===== config.mk =====
export PLATFORM = sky130hd
export DESIGN_NAME = rr_dispatch
export DESIGN_NICKNAME = d
export VERILOG_FILES = /design/src/rtl/rr_dispatch.sv
export SDC_FILE = /design/constraint.sdc
export NUM_CORES = 1
export LEC_CHECK = 0
export BUFFER_PORTS_ARGS = -buffer_cell sky130_fd_sc_hd__buf_2
export CAP_MARGIN = 10
export CORE_ASPECT_RATIO = 0.9
export CORE_UTILIZATION = 45
export CTS_CLUSTER_DIAMETER = 30
export DETAILED_ROUTE_END_ITERATION = 16
export PLACE_DENSITY = 0.68
export SKIP_CTS_REPAIR_TIMING = 1
export SYNTH_ARGS = -nofsm -noshare
export SYNTH_HDL_FRONTEND = slang
export SYNTH_SLANG_ARGS = --single-unit

===== constraint.sdc =====
create_clock -name clk -period 3.2 [get_ports clk]
set_clock_uncertainty 0.15 [all_clocks]
set_input_delay 0.64 -clock clk [delete_from_list [all_inputs] [get_ports clk]]
set_output_delay 0.64 -clock clk [all_outputs]
set_load 0.1 [all_outputs]

===== src/rtl/rr_dispatch.sv =====
// Round-robin stream dispatcher: fans one valid/ready stream out to N consumers,
// skipping disabled ones, behind a 2-entry skid so in_ready comes straight from a flop.
module rr_dispatch #(
  parameter int N     = 4,
  parameter int Nbits = 8
) (
  input  logic             clk,
  input  logic             reset,
  input  logic [Nbits-1:0] in_data,
  input  logic             in_valid,
  output logic             in_ready,
  input  logic [N-1:0]     en_mask,
  output logic [Nbits-1:0] out_data,
  output logic [N-1:0]     out_valid,
  input  logic [N-1:0]     out_ready
);

  localparam int PtrW = (N > 1) ? $clog2(N) : 1;
  localparam logic [PtrW:0]   NumWide = (PtrW+1)'(N);
  localparam logic [PtrW-1:0] LastIdx = PtrW'(N - 1);
  localparam logic [PtrW-1:0] PtrOne  = PtrW'(1);
  localparam logic [N-1:0]    OneHot0 = N'(1);

  logic [Nbits-1:0] out_data_q, out_data_d;
  logic [N-1:0]     out_tgt_q, out_tgt_d;
  logic             out_full_q, out_full_d;
  logic [Nbits-1:0] skid_data_q, skid_data_d;
  logic             skid_full_q, skid_full_d;
  logic             in_ready_q, in_ready_d;
  logic [PtrW-1:0]  ptr_q, ptr_d;

  logic             in_fire, out_fire, any_en, load;
  logic [Nbits-1:0] load_data;

  // Cyclic first-set search: rotate the mask so ptr sits at bit 0, take the
  // lowest set bit, then add ptr back modulo N.
  logic [2*N-1:0]  mask_dbl;
  logic [N-1:0]    mask_rot;
  logic [PtrW-1:0] sel_off;
  logic [PtrW:0]   sel_sum, sel_wrap;
  logic [PtrW-1:0] sel_idx;
  logic [N-1:0]    sel_onehot;

  assign mask_dbl = {en_mask, en_mask} >> ptr_q;
  assign mask_rot = mask_dbl[N-1:0];

  always_comb begin
    sel_off = '0;
    for (int i = N - 1; i >= 0; i--) begin
      if (mask_rot[i]) sel_off = PtrW'(i);
    end
  end

  assign sel_sum    = {1'b0, ptr_q} + {1'b0, sel_off};
  assign sel_wrap   = sel_sum - NumWide;
  assign sel_idx    = (sel_sum >= NumWide) ? sel_wrap[PtrW-1:0] : sel_sum[PtrW-1:0];
  assign sel_onehot = OneHot0 << sel_idx;

  assign out_valid = out_tgt_q & {N{out_full_q}};
  assign out_data  = out_data_q;
  assign in_ready  = in_ready_q;

  assign in_fire   = in_valid & in_ready_q;
  assign out_fire  = |(out_valid & out_ready);
  assign any_en    = |en_mask;
  assign load      = (~out_full_q | out_fire) & any_en & (skid_full_q | in_fire);
  // The skid item is always older than anything on the input.
  assign load_data = skid_full_q ? skid_data_q : in_data;

  always_comb begin
    out_data_d  = out_data_q;
    out_tgt_d   = out_tgt_q;
    out_full_d  = out_full_q;
    skid_data_d = skid_data_q;
    skid_full_d = skid_full_q;
    ptr_d       = ptr_q;

    if (load) begin
      out_full_d = 1'b1;
      out_data_d = load_data;
      out_tgt_d  = sel_onehot;
      ptr_d      = (sel_idx == LastIdx) ? '0 : sel_idx + PtrOne;
    end else if (out_fire) begin
      out_full_d = 1'b0;
    end

    // in_fire cannot happen while the skid is full, since in_ready is low then.
    if (skid_full_q) begin
      if (load) skid_full_d = 1'b0;
    end else if (in_fire && !load) begin
      skid_full_d = 1'b1;
      skid_data_d = in_data;
    end

    in_ready_d = ~skid_full_d;
  end

  always_ff @(posedge clk) begin
    if (reset) begin
      out_data_q  <= '0;
      out_tgt_q   <= '0;
      out_full_q  <= 1'b0;
      skid_data_q <= '0;
      skid_full_q <= 1'b0;
      in_ready_q  <= 1'b1;
      ptr_q       <= '0;
    end else begin
      out_data_q  <= out_data_d;
      out_tgt_q   <= out_tgt_d;
      out_full_q  <= out_full_d;
      skid_data_q <= skid_data_d;
      skid_full_q <= skid_full_d;
      in_ready_q  <= in_ready_d;
      ptr_q       <= ptr_d;
    end
  end

endmodule


==> impl_metrics.ini <==
[placed_design]
port_buffers = 31
dp_cells = 184
place_congestion = 0.781
post-dp-hpwl_um = 1720
place_area_um2 = 1360

[power]
power.total_w = 0.00124
vdd_drop_max_mv = 0.552
p_leak_nw = 0.578
p_per_area_nw_per_um2 = 896

[die]
ioPinCount = 32
dieHeight_um = 51.0
dieArea_um2 = 2870
core_area_um2 = 2490
initial_core_util = 0.482
fp.dieW_um = 56.4
rows = 17

[global_route]
grt_pass1_wl_um = 3940
grt_use_total = 0.172
antenna_found_initial = 0
grt_max_degree = 27
gr-total-overflow = 0
grt_pass1_vias = 932

[worst_setup_path]
slowest_stage = or4_1
cp-startpoint = ptr_q[0]
path_cells = or4_1 > o211ai_1 > ha_1 > xor2_1 > xnor2_1 > ha_1 > or3_1 > a21oi_1
critical_path.most_common_cell = ha_1
cp-end-kind = flop
critPathLaunchType = flop
max_stage_delay_ns = 0.55
rr_startpoint = ptr_q[0]
cp_data_arrival_time_ns = 2.61
required_ns = 3.30
ff2ff_path_depth = 8
crit_type = flop to flop
crit_fanout = 12

[logic_synthesis]
yosys_warnings = 0
synth_area_per_cell_um2 = 9.01
synth_top_area_cell = dfxtp_1
yosysTopAreaCellShare = 0.418
synth_nets = 155
syn-cell-area_um2 = 1200
synth_cell_types = 32
ys_seq_elements = 25
synthCells = 133
yosys.cell_count.top_type = dfxtp_1
ys_top_cells_by_count = 25 x dfxtp_1, 23 x nor2_1, 16 x mux2i_1, 9 x a211oi_1, 7 x nand2_1
synth.area.top_cells = dfxtp_1 42%, mux2i_1 13%, nor2_1 7.2%
yosysSeqAreaShare = 0.418
synth-main-ff-cell = dfxtp_1
synth-async-reset-ratio = 0
synth_edf_count = 0

[final_layout]
final_area_um2 = 1380
diodes = 0
fin_cells = 188
postLayoutCoreUtil = 0.556
fill_cells = 238
multi_input_area_um2 = 637
nets = 183
syn_to_final_growth_pct = 15.4
seq_area_um2 = 500
drive_above_1_share = 0.231

[clock_network]
htreeDepth = 1
cts.reportedPaths.clkPinSlew_ns = 0.13
root_buffer = clkbuf_4
clock_latency_ns = 0.30
cts_tree = done
cts_buffers = 3
clkSinkCount = 25
clock_path_buffers = 2

[route]
routedWlPerCell_um = 12.0
viasPerCell = 5.50
drt_iter0_markers = 23
vias = 1034
drc = 0
drt.antenna.violating_nets = 0
first_pass_iters = 4
totalWireLength_um = 2260

[worst_hold_path]
worstHoldStart = out_tgt_q[3]
hold-path-cell-count = 2
hp-class = flop to flop

[run_status]
status = completed

[timing]
finalMaxSlewViolations = 0
max_freq_mhz = 398
setup_viol = 0
period_share = 0.785
tightest_slew_ns = 0.600
rsz0062_at_grt = no
fin_tns_setup_ns = 0
relSlewSlack = 0.599
period_needed_ns = 2.51
finalHoldViolCount = 0

[job]
cap_violations = 0
==> kinds of logic (layout without fill, tap and decap cells) <==
kind of cell / after synthesis / count (layout) / share of synthesized area
buffers and inverters: 14 / 41 / 0.0511
AND/OR/NAND/NOR: 48 / 48 / 0.196
XOR/XNOR: 2 / 2 / 0.0146
flip-flops: 25 / 25 / 0.418
multiplexers: 16 / 16 / 0.134
adder cells (fa/ha/maj): 3 / 3 / 0.0313
AO/OA/AOI/OAI: 25 / 25 / 0.156
==> layer usage <==
layer	vias to the layer above	share of wire	track usage
met3	2	0.054	0.0430
met2	31	0.47	0.306
met1	473	0.47	0.215
met5	-	0	0
li1	528	-	-
met4	0	0.0031	0.0244
==> registers in the layout, indices dropped and copies added, names as in the netlist <==
name,cells
skid_data_q,8
ptr_q,2
out_tgt_q,4
out_full_q,1
out_data,8
skid_full_q,1
in_ready,1
==> report_power, final <==
| group | leakage, nW | internal (W) | switching [W] |
|---|---|---|---|
| Combinational | 0.358 | 0.000193 | 0.000449 |
| Clock | 0.0150 | 0.0000486 | 0.0000859 |
| Sequential | 0.205 | 0.000389 | 0.0000738 |
| Total | 0.578 | 0.000630 | 0.000609 |
==> final timing paths <==
check | end | slack (ns)
min | out_tgt_q[3] | 0.33
max | ptr_q[0] | 0.69
max reg2reg | ptr_q[0] | 0.69
min reg2reg | out_tgt_q[3] | 0.33
==> area by class of cell <==
class | count | area share
tap | 28 | 0.0253
timing repair buffer | 33 | 0.123
sequential | 25 | 0.362
inverter | 4 | 0.0108
clock buffer | 4 | 0.0190
multi-input combinational | 94 | 0.460
==> critical path: cells and delay by family, from the launching register on <==
| kind | cells | cell delay (ns) |
|---|---|---|
| simple gates | 2 | 0.91 |
| fa+ha+maj | 2 | 0.40 |
| xor+xnor | 2 | 0.31 |
| flops | 1 | 0.44 |
| compound gates | 2 | 0.23 |
==> cell usage in the layout, fill, tap and decap left out, drive strengths merged, types with 2 or more instances in the layout <==
cell type / netlist / final
ha: 3 / 3
nand2b: 3 / 3
buf: 7 / 33
inv: 4 / 4
o32ai: 2 / 2
nor3: 2 / 2
a211oi: 9 / 9
nand3b: 2 / 2
nand2: 7 / 7
a21oi: 5 / 5
or3: 2 / 2
nand3: 2 / 2
clkbuf: 3 / 4
o211ai: 2 / 2
and2: 4 / 4
o41ai: 2 / 2
nor2: 23 / 23
mux2i: 16 / 16
dfxtp: 25 / 25
==> metrics by stage <==
stage | worst slack [ns] | hold slack (ns)
after floorplan | 0.473 | 0.294
after global placement | 0.415 | 0.305
after detailed placement | 0.364 | 0.313
after CTS | 0.670 | 0.331
after global routing | 0.456 | 0.352
final | 0.688 | 0.335
(Power assumes the default switching activity.)
